`src/rtl/mpsoc_wb_uart_host.sv`:
```
// Wishbone initiator that programs a 16550-style UART after reset, then shuttles bytes
// between a tx/rx valid-ready stream pair and THR/RBR by polling LSR.
module mpsoc_wb_uart_host #(
    parameter logic [15:0] DIVISOR   = 16'd27,
    parameter logic [7:0]  LCR_VALUE = 8'h03,
    parameter int          TIMEOUT   = 16
) (
    input  logic       wb_clk_i,
    input  logic       wb_rst_ni,
    output logic [2:0] wb_adr_o,
    output logic [7:0] wb_dat_o,
    input  logic [7:0] wb_dat_i,
    output logic       wb_we_o,
    output logic       wb_stb_o,
    output logic       wb_cyc_o,
    output logic [3:0] wb_sel_o,
    input  logic       wb_ack_i,
    input  logic       tx_valid_i,
    input  logic [7:0] tx_data_i,
    output logic       tx_ready_o,
    output logic       rx_valid_o,
    output logic [7:0] rx_data_o,
    input  logic       rx_ready_i,
    output logic       init_done_o,
    output logic       bus_err_o
);

    localparam int TW = $clog2(TIMEOUT + 1);

    typedef enum logic [3:0] {
        INIT_DLAB, INIT_DLL, INIT_DLM, INIT_LCR, INIT_FCR,
        IDLE, POLL, READ_RBR, WRITE_THR
    } state_t;

    state_t        state, state_d;
    logic [TW-1:0] tmo_cnt;
    logic          tx_full, rx_full;
    logic [7:0]    tx_byte;
    logic          start, cyc_done, tmo_hit;
    logic [2:0]    adr_d;
    logic [7:0]    dat_d, rd_data;
    logic          we_d;

    assign tmo_hit    = (tmo_cnt == TW'(TIMEOUT - 1));
    assign cyc_done   = wb_stb_o & (wb_ack_i | tmo_hit);
    // A timed-out read behaves as if the slave returned zero.
    assign rd_data    = wb_ack_i ? wb_dat_i : 8'h00;
    assign wb_cyc_o   = wb_stb_o;
    assign tx_ready_o = init_done_o & ~tx_full;
    assign rx_valid_o = rx_full;

    always_ff @(posedge wb_clk_i or negedge wb_rst_ni) begin
        if (!wb_rst_ni) state <= INIT_DLAB;
        else            state <= state_d;
    end

    // NOTE: every output of this block gets a default first, so no latch can be inferred.
    always_comb begin
        state_d = state;
        adr_d   = 3'd0;
        dat_d   = 8'h00;
        we_d    = 1'b0;
        start   = 1'b0;
        case (state)
            INIT_DLAB: begin
                adr_d = 3'd3; dat_d = 8'h80 | LCR_VALUE; we_d = 1'b1;
                if (cyc_done) state_d = INIT_DLL;
            end
            INIT_DLL: begin
                adr_d = 3'd0; dat_d = DIVISOR[7:0]; we_d = 1'b1;
                if (cyc_done) state_d = INIT_DLM;
            end
            INIT_DLM: begin
                adr_d = 3'd1; dat_d = DIVISOR[15:8]; we_d = 1'b1;
                if (cyc_done) state_d = INIT_LCR;
            end
            INIT_LCR: begin
                adr_d = 3'd3; dat_d = LCR_VALUE & 8'h7F; we_d = 1'b1;
                if (cyc_done) state_d = INIT_FCR;
            end
            INIT_FCR: begin
                adr_d = 3'd2; dat_d = 8'h07; we_d = 1'b1;
                if (cyc_done) state_d = IDLE;
            end
            IDLE: begin
                if (!rx_full || tx_full) state_d = POLL;
            end
            POLL: begin
                adr_d = 3'd5;
                if (cyc_done) begin
                    if (rd_data[0] && !rx_full)     state_d = READ_RBR;
                    else if (rd_data[5] && tx_full) state_d = WRITE_THR;
                    else                            state_d = IDLE;
                end
            end
            READ_RBR: begin
                adr_d = 3'd0;
                if (cyc_done) state_d = IDLE;
            end
            WRITE_THR: begin
                adr_d = 3'd0; dat_d = tx_byte; we_d = 1'b1;
                if (cyc_done) state_d = IDLE;
            end
            default: state_d = INIT_DLAB;
        endcase
        // Every non-IDLE state owns one bus cycle; launching only from stb=0 forces the idle gap.
        if (state != IDLE && !wb_stb_o) start = 1'b1;
    end

    // NOTE: sequential state uses non-blocking assignments so all registers update together.
    always_ff @(posedge wb_clk_i or negedge wb_rst_ni) begin
        if (!wb_rst_ni) begin
            wb_stb_o <= 1'b0;
            wb_sel_o <= 4'b0000;
            wb_adr_o <= 3'd0;
            wb_dat_o <= 8'h00;
            wb_we_o  <= 1'b0;
            tmo_cnt  <= '0;
            bus_err_o <= 1'b0;
        end else if (start) begin
            wb_stb_o <= 1'b1;
            wb_sel_o <= 4'b0001;
            wb_adr_o <= adr_d;
            wb_dat_o <= dat_d;
            wb_we_o  <= we_d;
            tmo_cnt  <= '0;
        end else if (cyc_done) begin
            wb_stb_o <= 1'b0;
            wb_sel_o <= 4'b0000;
            wb_adr_o <= 3'd0;
            wb_dat_o <= 8'h00;
            wb_we_o  <= 1'b0;
            tmo_cnt  <= '0;
            if (!wb_ack_i) bus_err_o <= 1'b1;
        end else if (wb_stb_o) begin
            tmo_cnt <= tmo_cnt + 1'b1;
        end
    end

    always_ff @(posedge wb_clk_i or negedge wb_rst_ni) begin
        if (!wb_rst_ni) begin
            init_done_o <= 1'b0;
            tx_full     <= 1'b0;
            tx_byte     <= 8'h00;
            rx_full     <= 1'b0;
            rx_data_o   <= 8'h00;
        end else begin
            if (state == INIT_FCR && cyc_done) init_done_o <= 1'b1;

            if (state == WRITE_THR && cyc_done) begin
                tx_full <= 1'b0;
            end else if (tx_valid_i && tx_ready_o) begin
                tx_full <= 1'b1;
                tx_byte <= tx_data_i;
            end

            if (state == READ_RBR && cyc_done) begin
                rx_full   <= 1'b1;
                rx_data_o <= rd_data;
            end else if (rx_full && rx_ready_i) begin
                rx_full <= 1'b0;
            end
        end
    end

endmodule

```
`config.mk`:
```
export PLATFORM = sky130hd
export DESIGN_NAME = mpsoc_wb_uart_host
export DESIGN_NICKNAME = d
export VERILOG_FILES = /design/src/rtl/mpsoc_wb_uart_host.sv
export SDC_FILE = /design/constraint.sdc
export NUM_CORES = 1
export LEC_CHECK = 0
export CORE_MARGIN = 2
export CORE_UTILIZATION = 48
export CTS_CLUSTER_DIAMETER = 120
export DETAILED_ROUTE_END_ITERATION = 16
export PLACE_DENSITY = 0.79
export SETUP_SLACK_MARGIN = 0.5
export SYNTH_ARGS = -nofsm -noshare
export SYNTH_HDL_FRONTEND = slang
export SYNTH_SLANG_ARGS = --single-unit
```
`constraint.sdc`:
```
create_clock -name wb_clk_i -period 3.1 [get_ports wb_clk_i]
set_clock_uncertainty 0.1 [all_clocks]
set_input_delay 0.465 -clock wb_clk_i [delete_from_list [all_inputs] [get_ports wb_clk_i]]
set_output_delay 0.465 -clock wb_clk_i [all_outputs]
set_load 0.01 [all_outputs]
```
# ---- After elaboration in Yosys (flattened, before gate mapping)
# Cells that the tools add are included.
dict set report classes {
  n_addsub 1
  n_eq_ne 17
  muxes 31
  bitwise 7
  n_reduce_logical 22
}
# cell count
set op_table {}
lappend op_table {{$mux 4} 11}
lappend op_table {{$pmux 8 s5} 1}
lappend op_table {{$pmux 4 s7} 1}
lappend op_table {{$mux 8} 3}
lappend op_table {{$eq 4x3->1 const B} 4}
lappend op_table {{$mux 5} 3}
lappend op_table {{$ne 2x2->1 const B} 6}
lappend op_table {{$pmux 3 s4} 1}
lappend op_table {{$mux 1} 9}
lappend op_table {{$eq 4x2->1 const B} 2}
lappend op_table {{$logic_and 1x1->1} 8}
lappend op_table {{$reduce_and 7->1} 1}
lappend op_table {{$mux 3} 2}
lappend op_table {{$reduce_bool 2->1} 3}
lappend op_table {{$reduce_or 6->1} 1}
lappend op_table {{$add 5x1->5 const B} 1}
lappend op_table {{$eq 5x4->1 const B} 1}
lappend op_table {{$eq 4x1->1 const B} 1}
lappend op_table {{$eq 4x4->1 const B} 1}
lappend op_table {{$logic_not 4->1} 1}
lappend op_table {{$ne 4x3->1 const B} 1}
lappend op_table {{$not 1->1} 4}
lappend op_table {{$reduce_and 3->1} 1}
lappend op_table {{$reduce_bool 3->1} 1}
lappend op_table {{8 further kinds} 10}
dict set report totals {
  regBits 46
  in_bits 21
  out_inout_bits 30
  word_cells 91
}

# ---- Depth between registers and ports, before layout
dict set report depth {
  ltp_word 6
  ltp_mapped 9
  depth_no_buf 7
}

# ---- Least setup slack after synthesis
# Ideal clock, no wire load.
dict set report synth_timing {
  kind {register to register}
  startpoint {register tmo_cnt[0]}
  endpoint {register tx_byte[0]}
  setup_ps 125
  arrival_time_ps 1933
  required_ps 2875
  setup_slack_ps 941
  stages_incl_launch_ff 9
  n_path_buf 1
  synth_period_minus_slack_ps 2159
  cell_sequence {dfrtp_1 > ha_1 > and3_1 > ha_1 > o21ai_2 > nor3_2 > and3b_1 > buf_6 > mux2_4}
}
dict set report synth_between {
  elab_chain_cells 6
}
# element line_no
set synth_lines {}
lappend synth_lines {{start, declared} 36} ;# logic [TW-1:0] tmo_cnt;
lappend synth_lines {{start signal, assigned} 136} ;# tmo_cnt <= tmo_cnt + 1'b1;
lappend synth_lines {{$eq 5x4->1} 44} ;# assign tmo_hit = (tmo_cnt == TW'(TIMEOUT - 1));
lappend synth_lines {{$or 1x1->1} 45} ;# assign cyc_done = wb_stb_o & (wb_ack_i | tmo_hit);
lappend synth_lines {{$and 1x1->1} 45}
lappend synth_lines {{$logic_and 1x1->1} 150} ;# if (state == WRITE_THR && cyc_done) begin
lappend synth_lines {{$not 1->1 (no source line)} --}
lappend synth_lines {{$reduce_and 2->1 (no source line)} --}
lappend synth_lines {{end signal, assigned} 154} ;# tx_byte <= tx_data_i;
lappend synth_lines {{end, declared} 38} ;# logic [7:0] tx_byte;
# No other way between the ends.
# A chain may end at the register's enable or synchronous reset.

# ---- Final worst setup path
dict set report layout_timing {
  startpoint {register tmo_cnt[0]}
  endpoint {register tx_byte[6]}
}
# Same word-level chain as after synthesis.

==> flow_summary.html <==
<table>
<tr><th>Metric</th><th>Value</th></tr>
<tr><th colspan="2">Worst setup path</th></tr>
<tr><td>Flop-to-flop setup slack</td><td>0.71 ns</td></tr>
<tr><td>Kind of capture point of the worst setup path</td><td>register</td></tr>
<tr><td>Signal arrival time at the worst endpoint</td><td>2.47 ns</td></tr>
<tr><td>Critical path startpoint category</td><td>register</td></tr>
<tr><td>Worst Setup Path Type</td><td>reg -&gt; reg</td></tr>
<tr><td>Critical path fanouts, max</td><td>9</td></tr>
<tr><td>Crit path required time</td><td>3.18 ns</td></tr>
<tr><th colspan="2">Power and ir drop</th></tr>
<tr><td>Switching part of the total power</td><td>35.2%</td></tr>
<tr><td>Share of power burned in combinational logic</td><td>38.7%</td></tr>
<tr><td>Part of the power in registers</td><td>41.9%</td></tr>
<tr><td>Power density normalized to cell area</td><td>799 nW/µm²</td></tr>
<tr><td>Worst-case vdd ir drop</td><td>0.284 mV</td></tr>
<tr><td>Leakage power</td><td>1.13 nW</td></tr>
<tr><td>Net switching power of the design</td><td>0.721 mW</td></tr>
<tr><td>Clk network pwr share</td><td>19.4%</td></tr>
<tr><td>Internal power summed over all cells</td><td>1.33 mW</td></tr>
<tr><td>Total Power Consumption</td><td>2.05 mW</td></tr>
<tr><th colspan="2">Drt</th></tr>
<tr><td>Detailed-route wire length</td><td>4140 µm</td></tr>
<tr><td>Vias per Instance</td><td>5.42</td></tr>
<tr><td>DRT Pass-1 Iters</td><td>4</td></tr>
<tr><td>Average wire length per cell after detail routing</td><td>14.5 µm</td></tr>
<tr><td>Residual DRC</td><td>0</td></tr>
<tr><td>Initial detailed-routing violation count</td><td>168</td></tr>
<tr><td>Vias post-DR</td><td>1549</td></tr>
<tr><td>Post-route ant nets</td><td>0</td></tr>
<tr><th colspan="2">Finish</th></tr>
<tr><td>N_diodes</td><td>0</td></tr>
<tr><td>Final #Nets</td><td>258</td></tr>
<tr><td>Layout cell share with drive strength beyond 1</td><td>10.6%</td></tr>
<tr><td>Final standard cell count with taps included and fillers excluded</td><td>286</td></tr>
<tr><td>Area Overhead vs Synth</td><td>27.9%</td></tr>
<tr><td>Area of combinational cells with multiple inputs</td><td>833 µm²</td></tr>
<tr><td>Area taken by flip-flops and latches</td><td>1050 µm²</td></tr>
<tr><td>Layout fillers</td><td>334</td></tr>
<tr><th colspan="2">Clocking</th></tr>
<tr><td>Worst-path clk slew</td><td>0.07 ns</td></tr>
<tr><td>Clock buffer count from CTS</td><td>5</td></tr>
<tr><td>Longest Clk Path Bufs</td><td>2</td></tr>
<tr><td>Worst-Skew Late Latency</td><td>0.29 ns</td></tr>
<tr><td># H-tree levels</td><td>2</td></tr>
<tr><td>Number of setup buffers added after CTS</td><td>0</td></tr>
<tr><td>TritonCTS clock tree</td><td>done</td></tr>
<tr><td>Buffer type at the clock tree root</td><td>sky130_fd_sc_hd__clkbuf_8</td></tr>
<tr><td>Sink count of the clock tree</td><td>42</td></tr>
<tr><th colspan="2">Run status</th></tr>
<tr><td>Status</td><td>finished clean</td></tr>
<tr><th colspan="2">Timing</th></tr>
<tr><td>Max-slew violations</td><td>0</td></tr>
<tr><td>Shortest clock period the worst path allows after layout</td><td>2.39 ns</td></tr>
<tr><td>Setup slack of the critical path after layout</td><td>0.706 ns</td></tr>
<tr><td>Worst slew margin relative to its limit</td><td>40.7%</td></tr>
<tr><td>Slew at the pin with the worst max-slew slack</td><td>0.889 ns</td></tr>
<tr><td>Setup violation total in the final timing report</td><td>0</td></tr>
<tr><td>Final setup TNS</td><td>0 ns</td></tr>
<tr><td>Max Fclk</td><td>0.418 GHz</td></tr>
<tr><td>Tcrit/Tclk final</td><td>77.2%</td></tr>
<tr><td>Hold violation total from the final report</td><td>0</td></tr>
<tr><td>RSZ-0062 raised after global routing</td><td>no</td></tr>
<tr><td>Final hold slack</td><td>0.194 ns</td></tr>
<tr><th colspan="2">Floorplan</th></tr>
<tr><td>Core Footprint</td><td>4000 µm²</td></tr>
<tr><td>Die Y</td><td>68.6 µm</td></tr>
<tr><td>Site row count</td><td>23</td></tr>
<tr><td>Total die area</td><td>4710 µm²</td></tr>
<tr><td>Horizontal die dimension</td><td>68.6 µm</td></tr>
<tr><td>Number of top-level design ports</td><td>51</td></tr>
<tr><td>Starting Density</td><td>50.1%</td></tr>
<tr><th colspan="2">GRT</th></tr>
<tr><td>Wire length of the first global-routing pass</td><td>6760 µm</td></tr>
<tr><td>Number of antenna violations at the first check in global routing</td><td>0</td></tr>
<tr><td>Vias in the first global route</td><td>1404</td></tr>
<tr><td>Maximum number of pins on one net before global-route repair</td><td>43</td></tr>
<tr><td>Overall Global Routing Usage</td><td>19.8%</td></tr>
<tr><td>Global route total overflow</td><td>0</td></tr>
<tr><th colspan="2">Logic synthesis</th></tr>
<tr><td>Gate count of the mapped netlist</td><td>194</td></tr>
<tr><td>Most frequently used flop master after synthesis</td><td>sky130_fd_sc_hd__dfrtp_1</td></tr>
<tr><td>Sequential area share after synthesis</td><td>52.4%</td></tr>
<tr><td>Post-Syn Area per Cell</td><td>10.3 µm²</td></tr>
<tr><td>Largest cells by area after synthesis</td><td>sky130_fd_sc_hd__dfrtp_1 (52%), sky130_fd_sc_hd__mux2_4 (6.0%), sky130_fd_sc_hd__o21ai_0 (4.7%)</td></tr>
<tr><td>Top cells by instance count after synthesis</td><td>sky130_fd_sc_hd__dfrtp_1 (42), sky130_fd_sc_hd__nand2_1 (24), sky130_fd_sc_hd__o21ai_0 (19), sky130_fd_sc_hd__a21oi_1 (10), sky130_fd_sc_hd__nor2_1 (10)</td></tr>
<tr><td>Synthesis Warnings</td><td>0</td></tr>
<tr><td>Distinct cells, synth</td><td>40</td></tr>
<tr><td>Cell type with the largest total area after synthesis</td><td>sky130_fd_sc_hd__dfrtp_1</td></tr>
<tr><td>Async SR Flop Fraction</td><td>100%</td></tr>
<tr><td>Number of enable-type register cells in the synthesized netlist</td><td>0</td></tr>
<tr><td>Top-area cell type share of the netlist area</td><td>52.4%</td></tr>
<tr><td>Flip-flop and latch count after synthesis</td><td>42</td></tr>
<tr><td>Most used standard cell by instance count after synthesis</td><td>sky130_fd_sc_hd__dfrtp_1</td></tr>
<tr><td>Cell area after technology mapping</td><td>2000 µm²</td></tr>
<tr><th colspan="2">Placed design</th></tr>
<tr><td>RD Place Congestion</td><td>0.825</td></tr>
<tr><td>DP HPWL</td><td>2920 µm</td></tr>
<tr><td>IO Port Bufs</td><td>47</td></tr>
<tr><td>DP Worst Slack</td><td>0.565 ns</td></tr>
<tr><td>Cells after DPL</td><td>278</td></tr>
<tr><th colspan="2">Run</th></tr>
<tr><td>Max capacitance violation total</td><td>0</td></tr>
<tr><th colspan="2">Hold path</th></tr>
<tr><td>Type of the most critical hold path</td><td>in -&gt; async</td></tr>
</table>
[layout by cell type, fill, tap and decap left out, types with 2 or more instances in the layout]
cell / count
sky130_fd_sc_hd__nand2b_1: 5
sky130_fd_sc_hd__nor3_2: 2
sky130_fd_sc_hd__inv_1: 7
sky130_fd_sc_hd__o2bb2ai_1: 5
sky130_fd_sc_hd__or3_1: 3
sky130_fd_sc_hd__clkbuf_8: 8
sky130_fd_sc_hd__nor2b_1: 4
sky130_fd_sc_hd__a22o_1: 7
sky130_fd_sc_hd__clkdlybuf4s50_1: 46
sky130_fd_sc_hd__conb_1: 3
sky130_fd_sc_hd__nor3_1: 2
sky130_fd_sc_hd__a21oi_1: 10
sky130_fd_sc_hd__nor2_1: 10
sky130_fd_sc_hd__buf_4: 2
sky130_fd_sc_hd__nand3_1: 4
sky130_fd_sc_hd__ha_1: 2
sky130_fd_sc_hd__o31ai_1: 4
sky130_fd_sc_hd__mux2_4: 8
sky130_fd_sc_hd__o21ai_0: 19
sky130_fd_sc_hd__dfrtp_1: 42
sky130_fd_sc_hd__nand2_1: 24
[flip-flops by register name, summed over array words and instances (netlist names)]
register and cells:
wb_adr_o 3, wb_sel_o 1, wb_we_o 1, tx_byte 8
tx_full 1, rx_data_o 8, init_done_o 1, bus_err_o 1
state 4, wb_dat_o 8, rx_valid_o 1, tmo_cnt 5
[worst paths after layout]
kind	cells after the start	to	start
setup reg to reg	7	tx_byte[6]	tmo_cnt[0]
hold reg to reg	2	rx_data_o[1]	rx_data_o[1]
max in group asynchronous	1	rx_data_o[0]	wb_rst_ni
setup / recovery	7	tx_byte[6]	tmo_cnt[0]
hold / removal	1	rx_data_o[3]	wb_rst_ni
min in group wb_clk_i	2	rx_data_o[1]	rx_data_o[1]
[cell families (layout without fill, tap and decap cells)]
family                   Yosys count  after routing  share of synthesized area (%)
XOR/XNOR                           1              1                          0.437
other                              1              3                          0.187
AND/OR/NAND/NOR                   60             60                           14.7
multiplexers                       9              9                           6.55
buffers and inverters             24             64                           6.43
AO/OA/AOI/OAI                     55             55                           18.0
flip-flops                        42             42                           52.4
adder cells (fa/ha/maj)            2              2                           1.25
[layout make-up]
cell class                      instances  area share, %
Multi-Input combinational cell        130           32.5
Timing Repair Buffer                   49           18.7
Clock buffer                            8           4.29
Tap cell                               50           2.44
Sequential cell                        42           41.0
Inverter                                7           1.02
[stage by stage]
stage / area [µm²] / utilization, %
2_1_floorplan: 2010 / -
3_3_place_gp: 2450 / 61.3
3_5_place_dp: 2450 / 61.3
4_1_cts: 2560 / 64.1
5_1_grt: 2560 / 64.1
6_report: 2560 / 64.1
[worst max-delay path: stages (launching register included)]
cell,delay (ns)
sky130_fd_sc_hd__dfrtp_1,0.41
sky130_fd_sc_hd__ha_1,0.23
sky130_fd_sc_hd__and3_1,0.19
sky130_fd_sc_hd__ha_1,0.20
sky130_fd_sc_hd__o21ai_2,0.33
sky130_fd_sc_hd__nor3_2,0.08
sky130_fd_sc_hd__and3b_2,0.42
sky130_fd_sc_hd__mux2_4,0.33
[metal layers]
metal  global-route usage (%)  up-vias  share of wire, %
met3                     4.71        6               5.0
met4                     8.00        0               1.4
met5                        0        -                 0
li1                         -      750                 -
met1                     26.9      751                46
met2                     30.6       42                48
[what timing repair did]
item | CTS | global route
hold buffers | 0 | 0
resized for setup | 0 | 1
setup endpoints to repair | 0 | 8
[power groups by stage]
stage	logic (mW)	clock network, mW	registers (mW)
CTS	0.801	0.404	0.857
finish	0.793	0.398	0.858
detailed placement	0.799	0	0.864
global route	0.881	0.432	0.885
global placement	0.779	0	0.858
floorplan	0.489	0	0.842
(Power assumes the default switching activity.)
